[config.mk]
export PLATFORM = sky130hd
export DESIGN_NAME = multicycle_ctrl_flat
export DESIGN_NICKNAME = d
export VERILOG_FILES = /design/src/rtl/multicycle_ctrl_if.sv /design/src/rtl/multicycle_ctrl.sv /design/src/flat_wrapper.sv
export SDC_FILE = /design/constraint.sdc
export NUM_CORES = 1
export LEC_CHECK = 0
export CAP_MARGIN = 30
export CORE_ASPECT_RATIO = 1.4
export CORE_MARGIN = 5
export CORE_UTILIZATION = 35
export DETAILED_ROUTE_END_ITERATION = 16
export PLACE_DENSITY = 0.76
export SLEW_MARGIN = 25
export SYNTH_ARGS = -nofsm -noshare
export SYNTH_HDL_FRONTEND = slang
export SYNTH_SLANG_ARGS = --single-unit
[constraint.sdc]
create_clock -name clk -period 1.6 [get_ports clk]
set_input_delay 0.32 -clock clk [delete_from_list [all_inputs] [get_ports clk]]
set_output_delay 0.32 -clock clk [all_outputs]
set_load 0.005 [all_outputs]
[src/rtl/multicycle_ctrl_if.sv]
// Control/status bundle between the multicycle controller (master) and the ARM datapath (slave).
interface multicycle_ctrl_if;
  logic [19:0] Instr;
  logic [3:0]  ALUFlags;
  logic        PCWrite;
  logic        MemWrite;
  logic        RegWrite;
  logic        IRWrite;
  logic        AdrSrc;
  logic [1:0]  RegSrc;
  logic        ALUSrcA;
  logic [1:0]  ALUSrcB;
  logic [1:0]  ResultSrc;
  logic [1:0]  ImmSrc;
  logic [1:0]  ALUControl;
  logic        illegal;
  logic [3:0]  state;

  modport master (
    input  Instr, ALUFlags,
    output PCWrite, MemWrite, RegWrite, IRWrite, AdrSrc, RegSrc, ALUSrcA,
           ALUSrcB, ResultSrc, ImmSrc, ALUControl, illegal, state
  );

  modport slave (
    output Instr, ALUFlags,
    input  PCWrite, MemWrite, RegWrite, IRWrite, AdrSrc, RegSrc, ALUSrcA,
           ALUSrcB, ResultSrc, ImmSrc, ALUControl, illegal, state
  );
endinterface

[src/rtl/multicycle_ctrl.sv]
// Moore controller for the multicycle ARM datapath: sequencing, NZCV flags,
// condition evaluation and predication of every architectural write.
module multicycle_ctrl #(
  parameter bit ILLEGAL_HALT = 1'b0
) (
  input  logic              clk,
  input  logic              reset,
  multicycle_ctrl_if.master bus
);

  typedef enum logic [3:0] {
    FETCH    = 4'd0,
    DECODE   = 4'd1,
    MEMADR   = 4'd2,
    MEMREAD  = 4'd3,
    MEMWB    = 4'd4,
    MEMWRITE = 4'd5,
    EXECUTER = 4'd6,
    EXECUTEI = 4'd7,
    ALUWB    = 4'd8,
    BRANCH   = 4'd9,
    UNKNOWN  = 4'd10
  } state_e;

  state_e     state_q, state_d;
  logic [3:0] flags_q, flags_d;
  logic       cond_ok_q, cond_ok_d;

  logic [3:0] cond, rd, unused_rn;
  logic [1:0] op;
  logic [5:0] funct;
  logic       dp_legal, is_addsub;
  logic [1:0] dp_alu;

  // Instr carries IR[31:12]
  assign cond      = bus.Instr[19:16];
  assign op        = bus.Instr[15:14];
  assign funct     = bus.Instr[13:8];
  assign unused_rn = bus.Instr[7:4];
  assign rd        = bus.Instr[3:0];

  always_comb begin
    dp_legal = 1'b1;
    dp_alu   = 2'b00;
    case (funct[4:1])
      4'b0100: dp_alu = 2'b00;
      4'b0010: dp_alu = 2'b01;
      4'b0000: dp_alu = 2'b10;
      4'b1100: dp_alu = 2'b11;
      default: dp_legal = 1'b0;
    endcase
  end

  assign is_addsub = (funct[4:1] == 4'b0100) || (funct[4:1] == 4'b0010);

  function automatic logic cond_eval(input logic [3:0] c, input logic [3:0] f);
    logic n, z, cy, v, res;
    {n, z, cy, v} = f;
    res = 1'b0;
    case (c)
      4'h0: res = z;
      4'h1: res = !z;
      4'h2: res = cy;
      4'h3: res = !cy;
      4'h4: res = n;
      4'h5: res = !n;
      4'h6: res = v;
      4'h7: res = !v;
      4'h8: res = cy && !z;
      4'h9: res = !cy || z;
      4'hA: res = (n == v);
      4'hB: res = (n != v);
      4'hC: res = !z && (n == v);
      4'hD: res = z || (n != v);
      4'hE: res = 1'b1;
      default: res = 1'b0;
    endcase
    return res;
  endfunction

  // Next state, condition latch and flag update
  always_comb begin
    state_d   = state_q;
    flags_d   = flags_q;
    cond_ok_d = cond_ok_q;
    case (state_q)
      FETCH: state_d = DECODE;
      DECODE: begin
        cond_ok_d = cond_eval(cond, flags_q);
        case (op)
          2'b01:   state_d = MEMADR;
          2'b10:   state_d = BRANCH;
          2'b00:   state_d = !dp_legal ? UNKNOWN : (funct[5] ? EXECUTEI : EXECUTER);
          default: state_d = UNKNOWN;
        endcase
      end
      MEMADR:  state_d = funct[0] ? MEMREAD : MEMWRITE;
      MEMREAD: state_d = MEMWB;
      EXECUTER, EXECUTEI: begin
        state_d = ALUWB;
        if (cond_ok_q && funct[0]) begin
          flags_d[3:2] = bus.ALUFlags[3:2];
          if (is_addsub) flags_d[1:0] = bus.ALUFlags[1:0];
        end
      end
      UNKNOWN: state_d = ILLEGAL_HALT ? UNKNOWN : FETCH;
      default: state_d = FETCH;
    endcase
  end

  always_ff @(posedge clk or posedge reset) begin
    if (reset) begin
      state_q   <= FETCH;
      flags_q   <= 4'h0;
      cond_ok_q <= 1'b0;
    end else begin
      state_q   <= state_d;
      flags_q   <= flags_d;
      cond_ok_q <= cond_ok_d;
    end
  end

  // Moore outputs; enables are held low for as long as reset is asserted
  always_comb begin
    bus.PCWrite    = 1'b0;
    bus.MemWrite   = 1'b0;
    bus.RegWrite   = 1'b0;
    bus.IRWrite    = 1'b0;
    bus.AdrSrc     = 1'b0;
    bus.RegSrc     = 2'b00;
    bus.ALUSrcA    = 1'b0;
    bus.ALUSrcB    = 2'b00;
    bus.ResultSrc  = 2'b00;
    bus.ImmSrc     = 2'b00;
    bus.ALUControl = 2'b00;
    bus.illegal    = 1'b0;
    bus.state      = state_q;
    case (state_q)
      FETCH: begin
        bus.IRWrite   = 1'b1;
        bus.PCWrite   = 1'b1;
        bus.ALUSrcA   = 1'b1;
        bus.ALUSrcB   = 2'b10;
        bus.ResultSrc = 2'b10;
      end
      DECODE: begin
        bus.ALUSrcA   = 1'b1;
        bus.ALUSrcB   = 2'b10;
        bus.ResultSrc = 2'b10;
      end
      MEMADR:  bus.ALUSrcB = 2'b01;
      MEMREAD: bus.AdrSrc  = 1'b1;
      MEMWRITE: begin
        bus.AdrSrc   = 1'b1;
        bus.MemWrite = cond_ok_q;
      end
      MEMWB, ALUWB: begin
        bus.ResultSrc = (state_q == MEMWB) ? 2'b01 : 2'b00;
        bus.RegWrite  = cond_ok_q;
        bus.PCWrite   = cond_ok_q && (rd == 4'hF);
      end
      EXECUTER: bus.ALUControl = dp_alu;
      EXECUTEI: begin
        bus.ALUSrcB    = 2'b01;
        bus.ALUControl = dp_alu;
      end
      BRANCH: begin
        bus.ALUSrcB   = 2'b01;
        bus.ResultSrc = 2'b10;
        bus.PCWrite   = cond_ok_q;
      end
      UNKNOWN: bus.illegal = 1'b1;
      default: ;
    endcase
    if (state_q != FETCH) begin
      bus.RegSrc = {(op == 2'b01) && !funct[0], op == 2'b10};
      bus.ImmSrc = op;
    end
    if (reset) begin
      bus.PCWrite  = 1'b0;
      bus.MemWrite = 1'b0;
      bus.RegWrite = 1'b0;
      bus.IRWrite  = 1'b0;
    end
  end

endmodule
[src/flat_wrapper.sv]
// flat-port wrapper written by rule: the top's interface ports become plain ports
module multicycle_ctrl_flat 
#(
  parameter bit ILLEGAL_HALT = 1'b0
)
  (clk, reset, bus_Instr, bus_ALUFlags, bus_PCWrite, bus_MemWrite, bus_RegWrite, bus_IRWrite, bus_AdrSrc, bus_RegSrc, bus_ALUSrcA, bus_ALUSrcB, bus_ResultSrc, bus_ImmSrc, bus_ALUControl, bus_illegal, bus_state);
  multicycle_ctrl_if bus_i ();
  input  logic clk;
  input  logic reset;
  input wire logic [$bits(bus_i.Instr)-1:0] bus_Instr;
  input wire logic [$bits(bus_i.ALUFlags)-1:0] bus_ALUFlags;
  output wire logic [$bits(bus_i.PCWrite)-1:0] bus_PCWrite;
  output wire logic [$bits(bus_i.MemWrite)-1:0] bus_MemWrite;
  output wire logic [$bits(bus_i.RegWrite)-1:0] bus_RegWrite;
  output wire logic [$bits(bus_i.IRWrite)-1:0] bus_IRWrite;
  output wire logic [$bits(bus_i.AdrSrc)-1:0] bus_AdrSrc;
  output wire logic [$bits(bus_i.RegSrc)-1:0] bus_RegSrc;
  output wire logic [$bits(bus_i.ALUSrcA)-1:0] bus_ALUSrcA;
  output wire logic [$bits(bus_i.ALUSrcB)-1:0] bus_ALUSrcB;
  output wire logic [$bits(bus_i.ResultSrc)-1:0] bus_ResultSrc;
  output wire logic [$bits(bus_i.ImmSrc)-1:0] bus_ImmSrc;
  output wire logic [$bits(bus_i.ALUControl)-1:0] bus_ALUControl;
  output wire logic [$bits(bus_i.illegal)-1:0] bus_illegal;
  output wire logic [$bits(bus_i.state)-1:0] bus_state;
  assign bus_i.Instr = bus_Instr;
  assign bus_i.ALUFlags = bus_ALUFlags;
  assign bus_PCWrite = bus_i.PCWrite;
  assign bus_MemWrite = bus_i.MemWrite;
  assign bus_RegWrite = bus_i.RegWrite;
  assign bus_IRWrite = bus_i.IRWrite;
  assign bus_AdrSrc = bus_i.AdrSrc;
  assign bus_RegSrc = bus_i.RegSrc;
  assign bus_ALUSrcA = bus_i.ALUSrcA;
  assign bus_ALUSrcB = bus_i.ALUSrcB;
  assign bus_ResultSrc = bus_i.ResultSrc;
  assign bus_ImmSrc = bus_i.ImmSrc;
  assign bus_ALUControl = bus_i.ALUControl;
  assign bus_illegal = bus_i.illegal;
  assign bus_state = bus_i.state;
  multicycle_ctrl #(.ILLEGAL_HALT(ILLEGAL_HALT)) u_core (.clk(clk), .reset(reset), .bus(bus_i));
endmodule
==> key figures <==
Global routing
  • GRT Total Usage: 19.7%
  • Largest net degree at the start of global routing: 11
  • Vias in the first global route: 1148
  • Initial antenna violation count: 0
  • Global route overflow: 0
  • First-pass GRT wire length: 5180 um

Power and ir drop
  • Pint: 1530 uW
  • Clock share of power: 7.6%
  • Sequential share of power: 17.1%
  • Max rail drop VDD: 1.17 mV
  • Leakage: 0.000862 uW
  • Power Dens Cells: 1440 nW/um2
  • Switching share of power: 41.2%
  • Sw power: 1070 uW
  • Final Power: 2610 uW
  • Gate power share: 75.3%

Outcome
  • Failing checks: setup timing
  • Outcome: finished with violations

Setup path
  • Worst EP required: 1.28 ns
  • Critical-path top delay cell: dfrtp_1
  • Critical Path AT: 1.58 ns
  • Critical path class: reg -> out
  • Worst path buffer plus inverter count: 3
  • Crit path max fanout: 4
  • CP Launch Type: register
  • CP Capture Type: output pin
  • Max incr delay on CP: 0.43 ns
  • Critical-path cell list: buf_6 -> nor4_4 -> buf_4 -> nor2b_4 -> nor3b_2 -> buf_2
  • CP top delay family: buffers and inverters

Synthesis
  • Yosys top cell by area: dfrtp_1
  • Yosys warns: 0
  • Synth async-reset ratio: 100%
  • Number of synthesized flops with an enable pin: 0
  • Top cell type's share of synthesized area: 26.2%
  • Register area share after synthesis: 26.2%
  • FF+latch count, synth: 9
  • Library cells used by synthesis: 37
  • Mean area per synthesized cell: 8.19 um2
  • Synth top area cells: dfrtp_1, nor2b_1, nor3_1, xnor2_1, xor2_1
  • Post-Synthesis Cells: 105
  • Mapped Area: 860 um2
  • Synth Flop Type: dfrtp_1
  • Syn Nets: 131

Detailed routing
  • DR top layer: met4
  • Total number of vias: 1182
  • Via density: 5.52
  • Avg WL per Cell: 17.3 um
  • Iter 0 DRT Violations: 30
  • Total Wirelength: 3700 um
  • DR WL met3: 140 um
  • Met1 WL: 1290 um
  • TritonRoute pass-1 iters: 4
  • Met2 wire length: 2080 um
  • DRC: 0
  • DRT antenna net count: 0

Flow run
  • MaxCap Viol Count: 0

Clock network
  • Root buf cell: clkbuf_4
  • CTS Sinks: 9
  • Max clock buf depth: 2
  • Htree depth: 1
  • CTS tree: yes
  • CTS buffer count: 3
  • Worst skew pair latency: 0.29 ns
  • Clk slew on worst S/H paths: 0.07 ns

Timing
  • Worst-Margin Slew: 0.324 ns
  • Hold Vio Cnt, Final: 0
  • Final hold slack: 0.369 ns
  • Fin Setup TNS: -3.95 ns
  • Fmax: 526 MHz
  • Fin crit period: 1.90 ns
  • Max-slew violation count: 0
  • Skew final: 0.00536 ns
  • Fin crit share: 119%
  • Slew margin rel.: 78.4%
  • Setup ws final: -0.302 ns
  • RSZ-0062 raised after global routing: yes
  • Finish-stage setup viols: 19

Floorplanning
  • Starting Density: 36.3%
  • Die footprint: 3560 um2
  • Site Rows: 21
  • Core Area: 2360 um2
  • Die Ht: 68.6 um
  • Die X: 51.9 um
  • I/O pin count: 47

Cells and area
  • Area Overhead vs Synth: 110%
  • Number of fill cells: 162
  • Post-layout nets: 218
  • Area occupied by multi-input gates: 767 um2
  • Register area: 230 um2
  • Finished Cell Area: 1800 um2
  • # diodes: 0
  • Layout cell share with drive strength beyond 1: 52.9%

Place
  • Placement Cell Area: 1540 um2
  • GPL Wtd Cong: 0.909
  • DP Wirelength: 2400 um
  • IO Port Bufs: 42

Worst hold path
  • HP Class: in -> async
## registers in the layout, indices dropped and copies added (netlist names)
register and flops:
u_core.cond_ok_q 1, u_core.bus.state 4, u_core.flags_q 4
## cells in the final DEF (no fill, tap or decap), drive strengths merged, types with 3 or more instances in the layout
cell,instances
nand2,5
a22oi,3
buf,63
mux2,4
a21oi,3
xor2,4
nor2,6
nor2b,10
nand2b,5
inv,3
dlygate4sd2,6
xnor2,5
clkbuf,5
dfrtp,9
nor3,11
o21ai,5
nor3b,4
clkdlybuf4s50,15
## what timing repair did
item	in CTS	in global routing
hold buffers	0	0
pin swaps	10	4
buffers inserted	11	5
gates resized for setup	105	17
endpoints found under the setup margin	24	24
## power groups by stage
stage	sequential, uW	combinational, uW	clock, uW
finish	444	1960	198
CTS	434	1720	187
global route	458	2080	213
detailed placement	417	1480	0
floorplan	418	606	0
global placement	413	1440	0
## Yosys cell counts, types with 2 or more instances
| cell | number |
|---|---|
| a21oi_1 | 3 |
| nor2_1 | 6 |
| nand2_1 | 5 |
| nor4bb_1 | 2 |
| xnor2_1 | 5 |
| dfrtp_1 | 9 |
| buf_2 | 2 |
| and3b_1 | 2 |
| xor2_1 | 4 |
| nor2b_1 | 10 |
| nor3b_1 | 4 |
| nor4_1 | 2 |
| o21ai_0 | 4 |
| a22oi_1 | 3 |
| nand2b_1 | 5 |
| nor3_1 | 11 |
| inv_1 | 2 |
| clkbuf_1 | 4 |
| mux2_2 | 2 |
| a311oi_1 | 2 |
| mux2_4 | 2 |
## area by class of cell
type / instances / area share, %
clock inverter: 1 / 0.277
multi-input combinational: 87 / 42.5
inverter: 3 / 0.763
sequential: 9 / 12.8
clock buffer: 3 / 1.25
tap: 23 / 1.60
timing repair buffer: 88 / 40.8
## stage by stage
step / utilization [%] / setup WS, ns / instances
detailed placement: 65.3 / -0.735 / 194
finish: 76.3 / -0.302 / 214
floorplan: - / -0.0719 / 105
global placement: 65.3 / -0.658 / 194
global route: 76.3 / -0.370 / 214
CTS: 72.1 / -0.234 / 209
## layer usage
| metal | vias to the layer above | GRT usage [%] |
|---|---|---|
| met5 | - | 0 |
| met4 | 0 | 6.89 |
| met3 | 14 | 2.37 |
| met2 | 34 | 39.8 |
| met1 | 574 | 20.1 |
| li1 | 560 | - |
## tightest hold or removal path: cells and delay by family
family,cells,cell delay (ns)
buffers and inverters,3,0.68
## worst paths after layout
path / from / end / slack [ns] / cells past startpoint
max: u_core.bus.state[2]$_DFF_PP0_ / bus_RegSrc[1] / -0.30 / 6
min: reset / u_core.cond_ok_q$_DFFE_PP0P_ / 0.37 / 3
max reg2reg: u_core.bus.state[2]$_DFF_PP0_ / u_core.flags_q[1]$_DFFE_PP0P_ / -0.23 / 7
min reg2reg: u_core.flags_q[1]$_DFFE_PP0P_ / u_core.flags_q[1]$_DFFE_PP0P_ / 0.62 / 1
max in group asynchronous: reset / u_core.flags_q[0]$_DFFE_PP0P_ / 1.07 / 3
min in group clk: u_core.flags_q[1]$_DFFE_PP0P_ / u_core.flags_q[1]$_DFFE_PP0P_ / 0.62 / 1
## logic make-up (layout without fill, tap and decap cells)
| logic type | after synthesis | in the layout | share of synthesized area, % |
|---|---|---|---|
| DFF | 9 | 9 | 26.2 |
| AOI/OAI and AO/OA | 20 | 20 | 16.2 |
| and+or+nand+nor | 54 | 54 | 38.1 |
| xor gates and xnor gates | 9 | 9 | 9.17 |
| muxes | 4 | 4 | 6.11 |
| buffers and inverters | 9 | 95 | 4.22 |
(Power assumes the default switching activity.)
